`src/rtl/config_chain_loader.sv`:
```
`default_nettype none
// ============================================================================
// Module   : config_chain_loader
// Purpose  : Loads a serial configuration chain (daisy-chained config tiles).
//            Host words arrive over a valid/ready handshake, are serialised
//            MSB-first onto the chain head with one shift-enable pulse per
//            bit, and after exactly CHAIN_LEN bits a commit (set) pulse of
//            SET_HOLD cycles latches the chain into the live registers.
// Ports    : clk, rst_n (async, active-low)
//            i_start      - load request, honoured only when idle
//            i_abort      - synchronous abort, back to idle, no commit
//            i_word_data  - host word, MSB shifted first
//            i_word_valid - host word valid
//            o_word_ready - loader accepts a word this cycle
//            o_cfg_cen    - chain shift enable (one bit per high cycle)
//            o_cfg_shift  - serial data into the chain head
//            o_cfg_set    - commit pulse to the chain
//            o_busy       - loader not idle
//            o_done       - one-cycle pulse once the load is committed
//            o_crc_out    - CRC-16-CCITT of shifted bits (0 when disabled)
// Options  : CONFIG_LOADER_CRC_EN - enables the running CRC on o_crc_out.
// Revision : 1.0 - initial release
// ============================================================================
module config_chain_loader #(
  parameter int CHAIN_LEN = 1152,
  parameter int WORD_W    = 32,
  parameter int SET_HOLD  = 2
) (
  input  logic              clk,
  input  logic              rst_n,
  input  logic              i_start,
  input  logic              i_abort,
  input  logic [WORD_W-1:0] i_word_data,
  input  logic              i_word_valid,
  output logic              o_word_ready,
  output logic              o_cfg_cen,
  output logic              o_cfg_shift,
  output logic              o_cfg_set,
  output logic              o_busy,
  output logic              o_done,
  output logic [15:0]       o_crc_out
);

  localparam int BCW = $clog2(CHAIN_LEN + 1);
  localparam int WBW = $clog2(WORD_W + 1);
  localparam int HCW = $clog2(SET_HOLD + 1);
  localparam logic [BCW-1:0] C_CHAIN_LEN = BCW'(CHAIN_LEN);
  localparam logic [WBW-1:0] C_WORD_W    = WBW'(WORD_W);
  localparam logic [HCW-1:0] C_SET_HOLD  = HCW'(SET_HOLD);

  typedef enum logic [2:0] {
    S_IDLE  = 3'd0,
    S_LOAD  = 3'd1,
    S_SHIFT = 3'd2,
    S_SET   = 3'd3,
    S_DONE  = 3'd4
  } state_t;

  state_t            r_state, w_state_nxt;
  logic [WORD_W-1:0] r_sh, w_sh_nxt;          // remaining bits of current word
  logic [BCW-1:0]    r_bit_cnt, w_bit_cnt_nxt;   // bits emitted, incl. the one on o_cfg_shift
  logic [WBW-1:0]    r_word_bit, w_word_bit_nxt; // bits of current word emitted
  logic [HCW-1:0]    r_hold, w_hold_nxt;      // set cycles already driven
  logic              r_cfg_cen, w_cen_nxt;
  logic              r_cfg_shift, w_shift_nxt;
  logic              r_cfg_set, w_set_nxt;
  logic              r_done, w_done_nxt;
  logic              w_word_ready;

  always_ff @(posedge clk or negedge rst_n) begin
    if (!rst_n) begin
      r_state     <= S_IDLE;
      r_sh        <= '0;
      r_bit_cnt   <= '0;
      r_word_bit  <= '0;
      r_hold      <= '0;
      r_cfg_cen   <= 1'b0;
      r_cfg_shift <= 1'b0;
      r_cfg_set   <= 1'b0;
      r_done      <= 1'b0;
    end else begin
      r_state     <= w_state_nxt;
      r_sh        <= w_sh_nxt;
      r_bit_cnt   <= w_bit_cnt_nxt;
      r_word_bit  <= w_word_bit_nxt;
      r_hold      <= w_hold_nxt;
      r_cfg_cen   <= w_cen_nxt;
      r_cfg_shift <= w_shift_nxt;
      r_cfg_set   <= w_set_nxt;
      r_done      <= w_done_nxt;
    end
  end

  always_comb begin
    w_state_nxt    = r_state;
    w_sh_nxt       = r_sh;
    w_bit_cnt_nxt  = r_bit_cnt;
    w_word_bit_nxt = r_word_bit;
    w_hold_nxt     = r_hold;
    w_cen_nxt      = 1'b0;
    w_shift_nxt    = 1'b0;
    w_set_nxt      = 1'b0;
    w_done_nxt     = 1'b0;
    w_word_ready   = 1'b0;

    case (r_state)
      S_IDLE: begin
        if (i_start) begin
          w_state_nxt    = S_LOAD;
          w_sh_nxt       = '0;
          w_bit_cnt_nxt  = '0;
          w_word_bit_nxt = '0;
        end
      end

      S_LOAD: begin
        w_word_ready = 1'b1;
        if (i_word_valid) begin
          w_state_nxt    = S_SHIFT;
          w_cen_nxt      = 1'b1;
          w_shift_nxt    = i_word_data[WORD_W-1];
          w_sh_nxt       = i_word_data << 1;
          w_word_bit_nxt = WBW'(1);
          w_bit_cnt_nxt  = r_bit_cnt + 1'b1;
        end
      end

      S_SHIFT: begin
        if (r_bit_cnt == C_CHAIN_LEN) begin
          // Chain full: any unshifted bits of this word are dropped.
          w_state_nxt = S_SET;
          w_set_nxt   = 1'b1;
          w_hold_nxt  = HCW'(1);
        end else if (r_word_bit == C_WORD_W) begin
          // Last bit of the word is on the chain now; taking the next word
          // in this same cycle keeps the bit stream gapless.
          w_word_ready = 1'b1;
          if (i_word_valid) begin
            w_cen_nxt      = 1'b1;
            w_shift_nxt    = i_word_data[WORD_W-1];
            w_sh_nxt       = i_word_data << 1;
            w_word_bit_nxt = WBW'(1);
            w_bit_cnt_nxt  = r_bit_cnt + 1'b1;
          end else begin
            w_state_nxt = S_LOAD;
          end
        end else begin
          w_cen_nxt      = 1'b1;
          w_shift_nxt    = r_sh[WORD_W-1];
          w_sh_nxt       = r_sh << 1;
          w_word_bit_nxt = r_word_bit + 1'b1;
          w_bit_cnt_nxt  = r_bit_cnt + 1'b1;
        end
      end

      S_SET: begin
        if (r_hold == C_SET_HOLD) begin
          w_state_nxt = S_DONE;
          w_done_nxt  = 1'b1;
        end else begin
          w_set_nxt  = 1'b1;
          w_hold_nxt = r_hold + 1'b1;
        end
      end

      S_DONE: begin
        w_state_nxt = S_IDLE;
      end

      default: begin
        w_state_nxt = S_IDLE;
      end
    endcase

    // Abort overrides everything, including a same-cycle start.
    if (i_abort) begin
      w_state_nxt = S_IDLE;
      w_cen_nxt   = 1'b0;
      w_shift_nxt = 1'b0;
      w_set_nxt   = 1'b0;
      w_done_nxt  = 1'b0;
    end
  end

  assign o_word_ready = w_word_ready;
  assign o_cfg_cen    = r_cfg_cen;
  assign o_cfg_shift  = r_cfg_shift;
  assign o_cfg_set    = r_cfg_set;
  assign o_done       = r_done;
  assign o_busy       = (r_state != S_IDLE);

`ifdef CONFIG_LOADER_CRC_EN
  logic [15:0] r_crc;
  logic        w_crc_fb;
  logic        w_start_acc;

  assign w_start_acc = (r_state == S_IDLE) & i_start & ~i_abort;
  assign w_crc_fb    = r_crc[15] ^ r_cfg_shift;

  // The CRC follows the bits as they leave on the chain, so it tracks the
  // registered shift outputs rather than the incoming word.
  always_ff @(posedge clk or negedge rst_n) begin
    if (!rst_n) begin
      r_crc <= 16'h0000;
    end else if (w_start_acc) begin
      r_crc <= 16'hFFFF;
    end else if (r_cfg_cen) begin
      r_crc <= {r_crc[14:0], 1'b0} ^ (w_crc_fb ? 16'h1021 : 16'h0000);
    end
  end

  assign o_crc_out = r_crc;
`else
  assign o_crc_out = 16'h0000;
`endif

endmodule
`default_nettype wire

```
`config.mk`:
```
export PLATFORM = sky130hd
export DESIGN_NAME = config_chain_loader
export DESIGN_NICKNAME = d
export VERILOG_FILES = /design/src/rtl/config_chain_loader.sv
export SDC_FILE = /design/constraint.sdc
export NUM_CORES = 1
export LEC_CHECK = 0
export ABC_AREA = 0
export BUFFER_PORTS_ARGS = -buffer_cell sky130_fd_sc_hd__buf_2
export CORE_AREA = 2 2 63 110
export DETAILED_ROUTE_END_ITERATION = 10
export DIE_AREA = 0 0 65 112
export PLACE_DENSITY_LB_ADDON = 0.1
export SYNTH_ARGS = -nofsm -noshare
export SYNTH_HDL_FRONTEND = slang
export SYNTH_SLANG_ARGS = --single-unit
```
`constraint.sdc`:
```
create_clock -name clk -period 2.7 [get_ports clk]
set_input_delay 0.27 -clock clk [delete_from_list [all_inputs] [get_ports clk]]
set_output_delay 0.27 -clock clk [all_outputs]
set_load 0.01 [all_outputs]
```
==> metrics <==
run status=completed; number of flops mapped to enable cells by yosys=0; largest net degree at the start of global routing=32; core outline area=0.006392 mm2; CP required=approximately 2.4 ns; Pwr Density=about 740 mW/mm2; proportion of synthesized flip-flops having asynchronous set or reset=1.000; met2 WL post-DR=around 3700 um; unrepaired setup endpoints after global routing=false; Horiz. Die Dim=65 um; final setup TNS=0 ns; Routed wire per std cell=15.17 um; leftover overflow at the end of global routing=0; met3 layer wire length in the routed design=262 um; area share of the largest cell type after synthesis=0.4694; count of state elements after synthesis=58; clock tree from TritonCTS=built; synthesis-to-layout area growth=19.34%; hold_buf cts=0; placer congestion estimate=~0.86; Tcrit/Tclk final=0.8894; number of DRC markers in iteration 0=149; Lkg Pwr=about 1.7 nW; Setup Fix Bufs, Post-CTS=0; synthesized-area fraction occupied by adder cells=0.02023; antenna violations before repair=0; max-cap check violation count=0; Crit path arrival time=2.13 ns; HPWL after detailed placement=around 4900 um; wire length of the first global-routing pass=around 12000 um; number of vias per cell=~5.6; Yosys Warn Count=0; final hold slack=0.0008530 ns; IO Port Bufs=42; path category of the worst min-delay check=input pin to async pin; Seq/Total Area, Yosys=0.4694; number of gates resized after cts=0; vias in the first global route=~2600; clock transition at the registers of the reported paths=around 0.05 ns; first-pass iteration count of the detailed router=4; dominant combinational cell family by area after synthesis=compound AO/OA/AOI/OAI gates; layout net count=421; number of clock buffers inserted by TritonCTS=9; ant diodes=0; final hold violation count=0; Die Y=around 110 um; Setup violations, final=0; mean area per synthesized cell=roughly 9 um2; critical setup path kind=flip-flop to output port; mux cell area share after synthesis=0.02671; Post-Synthesis Cells=roughly 330; Routed Antenna Nets=0; top layer in use=met4; Max Clock Skew=0.005400 ns; clock insertion delay at the later pin of the skew report=between 0.3 and 0.4 ns; number of design rule violations left after detail routing=0; Total Wirelength=7067 um; maximum frequency from static timing analysis=around 420 MHz; fraction of synthesized cell area in xor and xnor cells=0; Unique masters post-synth=~50; leading register cell type out of synthesis=sky130_fd_sc_hd__dfrtp_1; GRT Util Overall=0.2135; fraction of final layout cells with drive strength greater than 1=0.2031; IR drop worst, VDD=~0.46 mV; clock sink total=between 50 and 60; area of the die=0.007280 mm2; area fraction in and, or, nand and nor cells after synthesis=0.1712; root buf cell=sky130_fd_sc_hd__clkbuf_16; final count of pins violating max slew=0; Bufs on Longest Clock Path=2; total standard cell area after synthesis=between 0.003 and 0.004 mm2; number of top-level pins=a little under 60; leading post-synthesis cells by cell area=sky130_fd_sc_hd__dfrtp_1, sky130_fd_sc_hd__a22oi_1, sky130_fd_sc_hd__nand2_1; normalized max-slew margin=0.5121; crit end category=output port; number of vias in the routed layout=2627; sum of routed wire segments on met1=a little under 3000 um; deepest level of the CTS H-tree=3; largest fanout on the critical path=7; Worst setup SP type=flip-flop; clock period minus worst slack=2.401 ns; compound-gate portion of the synthesized area=0.2262; transition time of the tightest slew-check pin=0.7318 ns; Fillers=roughly 600; starting utilization of the core area=0.4837; cell type with the highest aggregate area in the netlist=sky130_fd_sc_hd__dfrtp_1; total number of placement rows=39
-- cell type report --
| cell class | instances | area, um2 | share of cell area |
|---|---|---|---|
| Tap cell | 82 | 102.6 | 0.02781 |
| Clock buffer | 11 | 242.7 | 0.06579 |
| Clock inverter | 5 | 77.57 | 0.02102 |
| Multi-Input combinational cell | 245 | 1436 | 0.3893 |
| Sequential cell | 58 | 1451 | 0.3934 |
| Timing Repair Buffer | 54 | 337.8 | 0.09156 |
| Inverter | 11 | 41.29 | 0.01119 |
-- final timing paths --
kind | start | endpoint | slack (ns) | cells past startpoint
max | r_bit_cnt[4]$_DFFE_PN0P_ | o_word_ready | 0.30 | 5
min | rst_n | r_bit_cnt[8]$_DFFE_PN0P_ | 0.0009 | 1
max reg2reg | r_word_bit[0]$_DFFE_PN0P_ | r_word_bit[5]$_DFFE_PN0P_ | 0.38 | 7
min reg2reg | r_sh[3]$_DFFE_PN0P_ | r_sh[3]$_DFFE_PN0P_ | 0.48 | 2
max in group asynchronous | rst_n | r_bit_cnt[5]$_DFFE_PN0P_ | 2.08 | 2
min in group clk | i_abort | r_state[2]$_DFFE_PN0P_ | 0.20 | 2
-- cells by family after synthesis --
logic type                 count (synthesis)
AOI/OAI and AO/OA                        104
adders and majority gates                  5
buffers and inverters                     46
DFF                                       58
muxes                                      8
other                                      1
and+or+nand+nor                          112
-- layer usage --
metal | GRT usage | vias to the layer above
li1 | - | 1273
met1 | 0.2392 | 1272
met2 | 0.3546 | 67
met3 | 0.05354 | 15
met4 | 0.1333 | 0
met5 | 0 | -
-- flip-flops by register name, summed over array words and instances, names as in the netlist --
name         flops
o_cfg_set        1
r_sh            32
o_done           1
r_state          3
r_bit_cnt       11
o_cfg_shift      1
o_cfg_cen        1
r_word_bit       6
r_hold           2
-- per-stage QoR --
| step | utilization | total power [W] | cells | setup slack, ns | area, um2 |
|---|---|---|---|---|---|
| detailed placement | 0.5271 | 0.001537 | 450 | 0.4097 | 3369 |
| global route | 0.5772 | 0.002878 | 466 | 0.1916 | 3690 |
| global placement | 0.5271 | 0.001526 | 450 | 0.4407 | 3369 |
| CTS | 0.5772 | 0.002773 | 466 | 0.2799 | 3690 |
| finish | 0.5772 | 0.002737 | 466 | 0.2987 | 3690 |
| floorplan | - | 0.001382 | 349 | 0.6627 | 3148 |
-- cell usage after synthesis (2+ instances only) --
cell / count
sky130_fd_sc_hd__o31a_1: 2
sky130_fd_sc_hd__nor3_1: 12
sky130_fd_sc_hd__a22o_1: 2
sky130_fd_sc_hd__nor3b_1: 2
sky130_fd_sc_hd__nand2b_1: 2
sky130_fd_sc_hd__buf_2: 4
sky130_fd_sc_hd__nand3_1: 9
sky130_fd_sc_hd__a31oi_1: 3
sky130_fd_sc_hd__clkbuf_1: 7
sky130_fd_sc_hd__dfrtp_1: 58
sky130_fd_sc_hd__a22oi_1: 32
sky130_fd_sc_hd__mux2_2: 2
sky130_fd_sc_hd__clkbuf_2: 2
sky130_fd_sc_hd__or4b_1: 2
sky130_fd_sc_hd__inv_1: 11
sky130_fd_sc_hd__and3_1: 5
sky130_fd_sc_hd__o22a_1: 3
sky130_fd_sc_hd__o21ai_0: 38
sky130_fd_sc_hd__o31ai_1: 3
sky130_fd_sc_hd__nor2_1: 12
sky130_fd_sc_hd__a21o_1: 2
sky130_fd_sc_hd__a21oi_1: 6
sky130_fd_sc_hd__buf_4: 20
sky130_fd_sc_hd__nand2_1: 55
sky130_fd_sc_hd__mux2i_1: 6
sky130_fd_sc_hd__and2_1: 2
sky130_fd_sc_hd__nand4_1: 4
sky130_fd_sc_hd__ha_1: 5
-- cell usage in the layout, fill, tap and decap left out, types with 4 or more instances in the layout --
cell / instances
sky130_fd_sc_hd__mux2i_1: 6
sky130_fd_sc_hd__nand2_1: 55
sky130_fd_sc_hd__buf_2: 42
sky130_fd_sc_hd__clkbuf_16: 9
sky130_fd_sc_hd__nor2_1: 11
sky130_fd_sc_hd__a22oi_1: 32
sky130_fd_sc_hd__nor3_1: 12
sky130_fd_sc_hd__inv_1: 11
sky130_fd_sc_hd__o21ai_0: 38
sky130_fd_sc_hd__nand3_1: 9
sky130_fd_sc_hd__dfrtp_1: 58
sky130_fd_sc_hd__and3_1: 5
sky130_fd_sc_hd__buf_4: 9
sky130_fd_sc_hd__conb_1: 16
sky130_fd_sc_hd__a21oi_1: 6
sky130_fd_sc_hd__ha_1: 5
sky130_fd_sc_hd__nand4_1: 4
-- report_power, final --
group | switching [W] | internal, W
registers | 0.0000804 | 0.000962
clock network | 0.000386 | 0.000828
logic | 0.000294 | 0.000186
total | 0.000761 | 0.00198
-- worst max-delay path, stage by stage (launching register included) --
cell	delay, ns
sky130_fd_sc_hd__dfrtp_1	0.44
sky130_fd_sc_hd__or4b_1	0.54
sky130_fd_sc_hd__o31ai_1	0.37
sky130_fd_sc_hd__buf_4	0.20
sky130_fd_sc_hd__o21ai_0	0.10
sky130_fd_sc_hd__buf_2	0.16
(Power assumes the default switching activity.)
